--- src/rtl/bmult_share_pkg.sv ---
// Shared widths, response FIFO entry type and ID width helper for the bmult_share scheduler.
package bmult_share_pkg;

  localparam int unsigned A_W      = 10;
  localparam int unsigned B_W      = 10;
  localparam int unsigned P_W      = 20;
  localparam int unsigned MAX_ID_W = 3;

  typedef struct packed {
    logic [MAX_ID_W-1:0] id;
    logic [P_W-1:0]      p;
  } rsp_entry_t;

  // Requester index width, never below one bit.
  function automatic int unsigned id_w(input int unsigned n);
    return (n < 3) ? 1 : $clog2(n);
  endfunction

endpackage

--- src/rtl/Bmult10x10.sv ---
// Registered 10x10 unsigned multiplier, one cycle from a/b to p.
module Bmult10x10
  import bmult_share_pkg::*;
(
  input  logic           clk,
  input  logic [A_W-1:0] a,
  input  logic [B_W-1:0] b,
  output logic [P_W-1:0] p
);

  always_ff @(posedge clk) begin
    p <= P_W'(a) * P_W'(b);
  end

endmodule

--- src/rtl/bmult_share_rr_arb.sv ---
// Round-robin arbiter: one-hot grant scanning from an internal pointer that advances past the winner on accept.
module bmult_share_rr_arb
  import bmult_share_pkg::*;
#(
  parameter int unsigned NUM_REQ = 4
) (
  input  logic                      clk,
  input  logic                      rst,
  input  logic [NUM_REQ-1:0]        valid,
  input  logic                      advance,
  output logic [NUM_REQ-1:0]        grant,
  output logic [id_w(NUM_REQ)-1:0]  grant_idx
);

  localparam int unsigned ID_W = id_w(NUM_REQ);

  logic [ID_W-1:0] ptr;
  logic [ID_W-1:0] scan_idx;
  logic            found;

  always_comb begin
    grant     = '0;
    grant_idx = '0;
    scan_idx  = '0;
    found     = 1'b0;
    for (int unsigned k = 0; k < NUM_REQ; k++) begin
      scan_idx = ID_W'((32'(ptr) + k) % NUM_REQ);
      if (!found && valid[scan_idx]) begin
        found           = 1'b1;
        grant[scan_idx] = 1'b1;
        grant_idx       = scan_idx;
      end
    end
  end

  always_ff @(posedge clk) begin
    if (rst) begin
      ptr <= '0;
    end else if (advance) begin
      ptr <= (32'(grant_idx) == NUM_REQ - 1) ? '0 : grant_idx + 1'b1;
    end
  end

endmodule

--- src/rtl/bmult_share_sched.sv ---
// Shares one Bmult10x10 among NUM_REQ requesters; products return in issue order via a credited FWFT FIFO.
// Optional per-requester grant and stall counters when BMULT_SHARE_STATS_EN is defined.
module bmult_share_sched
  import bmult_share_pkg::*;
#(
  parameter int unsigned NUM_REQ    = 4,
  parameter int unsigned MULT_LAT   = 1,
  parameter int unsigned FIFO_DEPTH = 4
`ifdef BMULT_SHARE_STATS_EN
  ,
  parameter int unsigned STAT_W     = 16
`endif
) (
  input  logic                      clk,
  input  logic                      rst,
  input  logic [NUM_REQ-1:0]        req_valid,
  input  logic [NUM_REQ*A_W-1:0]    req_a,
  input  logic [NUM_REQ*B_W-1:0]    req_b,
  output logic [NUM_REQ-1:0]        req_ready,
  output logic                      rsp_valid,
  input  logic                      rsp_ready,
  output logic [P_W-1:0]            rsp_p,
  output logic [id_w(NUM_REQ)-1:0]  rsp_id
`ifdef BMULT_SHARE_STATS_EN
  ,
  output logic [NUM_REQ*STAT_W-1:0] stat_grants,
  output logic [STAT_W-1:0]         stat_stalls
`endif
);

  localparam int unsigned ID_W  = id_w(NUM_REQ);
  localparam int unsigned PTR_W = $clog2(FIFO_DEPTH);
  localparam int unsigned CNT_W = $clog2(FIFO_DEPTH + MULT_LAT + 2) + 1;

  logic [NUM_REQ-1:0] grant;
  logic [ID_W-1:0]    grant_idx;
  logic               credit_ok;
  logic               accept;
  logic [A_W-1:0]     a_arr [NUM_REQ];
  logic [B_W-1:0]     b_arr [NUM_REQ];
  logic [A_W-1:0]     op_a;
  logic [B_W-1:0]     op_b;
  logic [P_W-1:0]     mult_p;
  logic [MULT_LAT:0]  tag_valid;
  logic [ID_W-1:0]    tag_id [MULT_LAT+1];
  logic [CNT_W-1:0]   inflight;
  rsp_entry_t         fifo_mem [FIFO_DEPTH];
  rsp_entry_t         head;
  logic [PTR_W-1:0]   wr_ptr;
  logic [PTR_W-1:0]   rd_ptr;
  logic [CNT_W-1:0]   fifo_count;
  logic               push;
  logic               pop;

  for (genvar i = 0; i < NUM_REQ; i++) begin : g_slice
    assign a_arr[i] = req_a[i*A_W +: A_W];
    assign b_arr[i] = req_b[i*B_W +: B_W];
  end

  bmult_share_rr_arb #(.NUM_REQ(NUM_REQ)) u_arb (
    .clk       (clk),
    .rst       (rst),
    .valid     (req_valid),
    .advance   (accept),
    .grant     (grant),
    .grant_idx (grant_idx)
  );

  // Credit counts entries already queued plus every product still travelling down the tag pipe.
  always_comb begin
    inflight = '0;
    for (int unsigned s = 0; s <= MULT_LAT; s++) begin
      inflight = inflight + CNT_W'(tag_valid[s]);
    end
  end

  assign credit_ok = (fifo_count + inflight) < CNT_W'(FIFO_DEPTH);
  assign req_ready = grant & {NUM_REQ{credit_ok & !rst}};
  assign accept    = |(req_valid & req_ready);

  always_ff @(posedge clk) begin
    if (accept) begin
      op_a <= a_arr[grant_idx];
      op_b <= b_arr[grant_idx];
    end
  end

  Bmult10x10 u_mult (
    .clk (clk),
    .a   (op_a),
    .b   (op_b),
    .p   (mult_p)
  );

  always_ff @(posedge clk) begin
    if (rst) begin
      tag_valid <= '0;
    end else begin
      tag_valid[0] <= accept;
      for (int unsigned s = 1; s <= MULT_LAT; s++) tag_valid[s] <= tag_valid[s-1];
    end
  end

  always_ff @(posedge clk) begin
    tag_id[0] <= grant_idx;
    for (int unsigned s = 1; s <= MULT_LAT; s++) tag_id[s] <= tag_id[s-1];
  end

  // Tag pipe output qualifies the multiplier result; stale products are never pushed.
  assign push = tag_valid[MULT_LAT];
  assign pop  = rsp_valid & rsp_ready;

  always_ff @(posedge clk) begin
    if (push && !rst) begin
      fifo_mem[wr_ptr] <= '{id: MAX_ID_W'(tag_id[MULT_LAT]), p: mult_p};
    end
  end

  always_ff @(posedge clk) begin
    if (rst) begin
      wr_ptr     <= '0;
      rd_ptr     <= '0;
      fifo_count <= '0;
    end else begin
      if (push) wr_ptr <= wr_ptr + 1'b1;
      if (pop)  rd_ptr <= rd_ptr + 1'b1;
      case ({push, pop})
        2'b10:   fifo_count <= fifo_count + 1'b1;
        2'b01:   fifo_count <= fifo_count - 1'b1;
        default: fifo_count <= fifo_count;
      endcase
    end
  end

  always_ff @(posedge clk) begin
    if (!rst) assert (!(push && (fifo_count == CNT_W'(FIFO_DEPTH))));
  end

  assign head      = fifo_mem[rd_ptr];
  assign rsp_valid = (fifo_count != '0);
  assign rsp_p     = rsp_valid ? head.p : '0;
  assign rsp_id    = rsp_valid ? ID_W'(head.id) : '0;

`ifdef BMULT_SHARE_STATS_EN
  logic [STAT_W-1:0] grant_cnt [NUM_REQ];

  // Saturating counters: they stick at all-ones rather than wrap.
  always_ff @(posedge clk) begin
    if (rst) begin
      for (int unsigned i = 0; i < NUM_REQ; i++) grant_cnt[i] <= '0;
      stat_stalls <= '0;
    end else begin
      for (int unsigned i = 0; i < NUM_REQ; i++) begin
        if (req_valid[i] && req_ready[i] && (grant_cnt[i] != '1)) grant_cnt[i] <= grant_cnt[i] + 1'b1;
      end
      if ((|req_valid) && !credit_ok && (stat_stalls != '1)) stat_stalls <= stat_stalls + 1'b1;
    end
  end

  for (genvar i = 0; i < NUM_REQ; i++) begin : g_stat
    assign stat_grants[i*STAT_W +: STAT_W] = grant_cnt[i];
  end
`endif

endmodule

--- config.mk ---
export PLATFORM = sky130hd
export DESIGN_NAME = bmult_share_sched
export DESIGN_NICKNAME = d
export VERILOG_FILES = /design/src/rtl/bmult_share_pkg.sv /design/src/rtl/Bmult10x10.sv /design/src/rtl/bmult_share_rr_arb.sv /design/src/rtl/bmult_share_sched.sv
export SDC_FILE = /design/constraint.sdc
export NUM_CORES = 1
export LEC_CHECK = 0
export CORE_ASPECT_RATIO = 0.5
export CORE_MARGIN = 2
export CORE_UTILIZATION = 53
export CTS_BUF_LIST = sky130_fd_sc_hd__clkbuf_4 sky130_fd_sc_hd__clkbuf_8
export DETAILED_ROUTE_END_ITERATION = 12
export GPL_TIMING_DRIVEN = 1
export HOLD_SLACK_MARGIN = 0.06
export PLACE_DENSITY = 0.8
export SLEW_MARGIN = 20
export SYNTH_ARGS = -nofsm -noshare
export SYNTH_HDL_FRONTEND = slang
export SYNTH_HIERARCHICAL = 1
export SYNTH_SLANG_ARGS = --single-unit
--- constraint.sdc ---
create_clock -name clk -period 5.1 [get_ports clk]
set_input_delay 1.275 -clock clk [delete_from_list [all_inputs] [get_ports clk]]
set_output_delay 1.275 -clock clk [all_outputs]
set_load 0.01 [all_outputs]
==> flow_metrics.tcl <==
set metrics [dict create \
    outcome "completed" \
    grt_pass1_vias 6426 \
    critical_path.cell_chain "clkdlybuf4s50_1, mux4_2, nor4b_4, a22oi_1, o21ai_0, and2_1, clkdlybuf4s50_1" \
    nets 1077 \
    slowest_delay_ns 0.57 \
    initialDrtViolationCount 314 \
    wl_per_cell_um 17.0 \
    drive_gt1_frac 0.161 \
    hold_violations 0 \
    cts_tree "done" \
    final.setup.worst_slack_ns 0.0739 \
    synthFlopType "edfxtp_1" \
    slew_headroom 0.509 \
    fill_cells 1225 \
    gp_congestion 0.895 \
    grtUsageTotal 0.213 \
    ant_nets 0 \
    avgViaCountPerCell 5.43 \
    clk_pin_slew_ns 0.09 \
    worstMarginPinSlew_ns 0.737 \
    fin_crit_sh 0.986 \
    worstHoldPathType "reg2reg" \
    num_antenna_cells 0 \
    drt_wl_total_um 18800 \
    final_max_slew_viol_count 0 \
    synth.avg_cell_area_um2 12.9 \
    critPathCaptureType "output port" \
    detailed_place_hpwl_um 14200 \
    rows 34 \
    final_cells 1106 \
    area.growth.synth_to_final_pct 22.0 \
    hold_ws_ns 0.347 \
    fp.dieW_um 192 \
    core_area_um2 17300 \
    grt_pass1_wl_um 31100 \
    initial_utilization 0.538 \
    netlist_instances 720 \
    drc 0 \
    path_class "in2out" \
    r2r_slack_ns 0.20 \
    yosys_warnings 6 \
    fmax_mhz 199 \
    crit_arrival_ns 3.75 \
    dieHeight_um 97.8 \
    syn_nets 938 \
    ys_seq_elements 146 \
    synth_area_um2 9320 \
    period_minus_slack_ns 5.03 \
    yosysUniqueCellTypes 55 \
    vias 6004 \
    io_pins 114 \
    clkLatencyLatePin_ns 0.45 \
    synth_edf_count 108 \
    cts_made_buffers 17 \
    placedCellCount 1063 \
    finalClockSkew_ns 0.0167 \
    synth_seq_area_share 0.430 \
    grt_max_degree 26 \
    drv_cap 0 \
    worstPathRequired_ns 3.83 \
    tns_ns 0 \
    drt_pre_antenna_iters 5 \
    path_max_fanout 6 \
    portBuffers 113 \
    antenna_found_initial 0 \
    htree_num_levels 4 \
    async_flop_share 0 \
    grt.overflow.total 0 \
    setup_violations 0 \
    critPathMostFrequentCell "clkdlybuf4s50_1" \
    cts_root_buf "clkbuf_8" \
    cts.sinks 146 \
    preCtsSetupSlack_ns 0.00998 \
    die_area_um2 18700 \
    cts_buffer_depth 2 \
    crit_path_start_kind "primary input" \
    crit_slowest_cell "mux4_2" \
]
[cells in the final DEF, fill, tap and decap left out, drive strengths merged, types with 3 or more instances in the layout]
| cell type | count |
|---|---|
| nor2b | 3 |
| fa | 63 |
| ha | 68 |
| inv | 88 |
| a21o | 7 |
| nand3 | 7 |
| nand2 | 59 |
| clkbuf | 17 |
| xor2 | 10 |
| buf | 37 |
| dfxtp | 38 |
| a211oi | 3 |
| a31oi | 5 |
| o21ai | 14 |
| clkinv | 6 |
| a21oi | 15 |
| mux4 | 46 |
| nor2 | 23 |
| and2 | 83 |
| edfxtp | 108 |
| and3 | 4 |
| clkdlybuf4s50 | 111 |
| xnor2 | 12 |
| mux2i | 3 |
| o21bai | 3 |
| a22oi | 10 |
[logic make-up (layout without fill, tap and decap cells)]
kind of cell | after synthesis | count (layout) | share of synthesized area
compound gates | 69 | 69 | 0.0510
xor+xnor | 22 | 22 | 0.0215
fa+ha+maj | 131 | 131 | 0.227
buf+inv | 111 | 263 | 0.0467
flops | 146 | 146 | 0.430
mux | 50 | 50 | 0.116
simple gates | 191 | 191 | 0.109
[cell usage after synthesis, drive strengths merged (2+ instances only)]
library cell / instances / share of area
edfxtp: 108 / 0.35
and2: 83 / 0.056
inv: 81 / 0.033
ha: 68 / 0.091
fa: 63 / 0.14
nand2: 59 / 0.024
mux4: 46 / 0.11
dfxtp: 38 / 0.082
nor2: 23 / 0.0093
clkbuf: 22 / 0.0089
a21oi: 15 / 0.0085
o21ai: 14 / 0.0075
xnor2: 12 / 0.012
a22oi: 10 / 0.0081
xor2: 10 / 0.0094
buf: 8 / 0.0052
a21o: 7 / 0.0056
nand3: 7 / 0.0043
a31oi: 5 / 0.0034
and3: 4 / 0.0027
a211oi: 3 / 0.0030
mux2i: 3 / 0.0032
nor2b: 3 / 0.0020
o21bai: 3 / 0.0024
a21boi: 2 / 0.0016
a311oi: 2 / 0.0032
or2: 2 / 0.0013
or3: 2 / 0.0019
or4: 2 / 0.0016
[routing by layer]
layer	part of all wire	global-route usage	vias to the layer above
met5	0	0	-
met1	0.46	0.296	2984
met4	0.010	0.0509	0
li1	-	-	2794
met3	0.055	0.0356	22
met2	0.47	0.354	204
[what timing repair did]
| item | in CTS | in global routing |
|---|---|---|
| endpoints found under the setup margin | 2 | 12 |
| hold buffers | 0 | 0 |
| endpoints found under the hold margin | 0 | 0 |
| setup buffers | 1 | 10 |
| resized for setup | 0 | 13 |
| pin swaps | 0 | 12 |
| cloned | 0 | 0 |
[worst paths after layout]
| path | startpoint | end | depth (start not counted) |
|---|---|---|---|
| setup / recovery | req_valid[0] | req_ready[2] | 7 |
| hold / removal | tag_id[0][1] | tag_id[0][3] | 0 |
| setup reg to reg | op_b[7] | u_mult/p[15] | 15 |
| hold reg to reg | tag_id[0][1] | tag_id[0][3] | 0 |
[final cells by class]
type | instances | area [um^2] | area share
Clock buffer | 17 | 234 | 0.0206
Inverter | 81 | 304 | 0.0267
Multi-Input combinational cell | 463 | 4930 | 0.434
Clock inverter | 15 | 179 | 0.0157
Sequential cell | 146 | 4010 | 0.352
Timing Repair Buffer | 150 | 1420 | 0.125
Tap cell | 234 | 293 | 0.0258
[flip-flops by register name, summed over array words and instances (netlist names), named ones only]
signal and count:
fifo_mem 88, u_mult/p 20, op_a 10, op_b 10, fifo_count 4, tag_id 4
rd_ptr 2, tag_valid 2, wr_ptr 2, u_arb/ptr 1
[critical path: cells and delay by family]
kind | cells | cell delay (ns)
simple gates | 2 | 0.62
compound gates | 2 | 0.26
mux | 1 | 0.57
buf+inv | 2 | 1.03
[per-stage QoR]
step | util | instance area [um^2]
floorplan | - | 9320
global placement | 0.624 | 10800
detailed placement | 0.624 | 10800
CTS | 0.649 | 11200
global route | 0.657 | 11400
finish | 0.657 | 11400
Power is not shown: default switching activity piles up to over one toggle a cycle in this logic, so the estimate is an artifact.
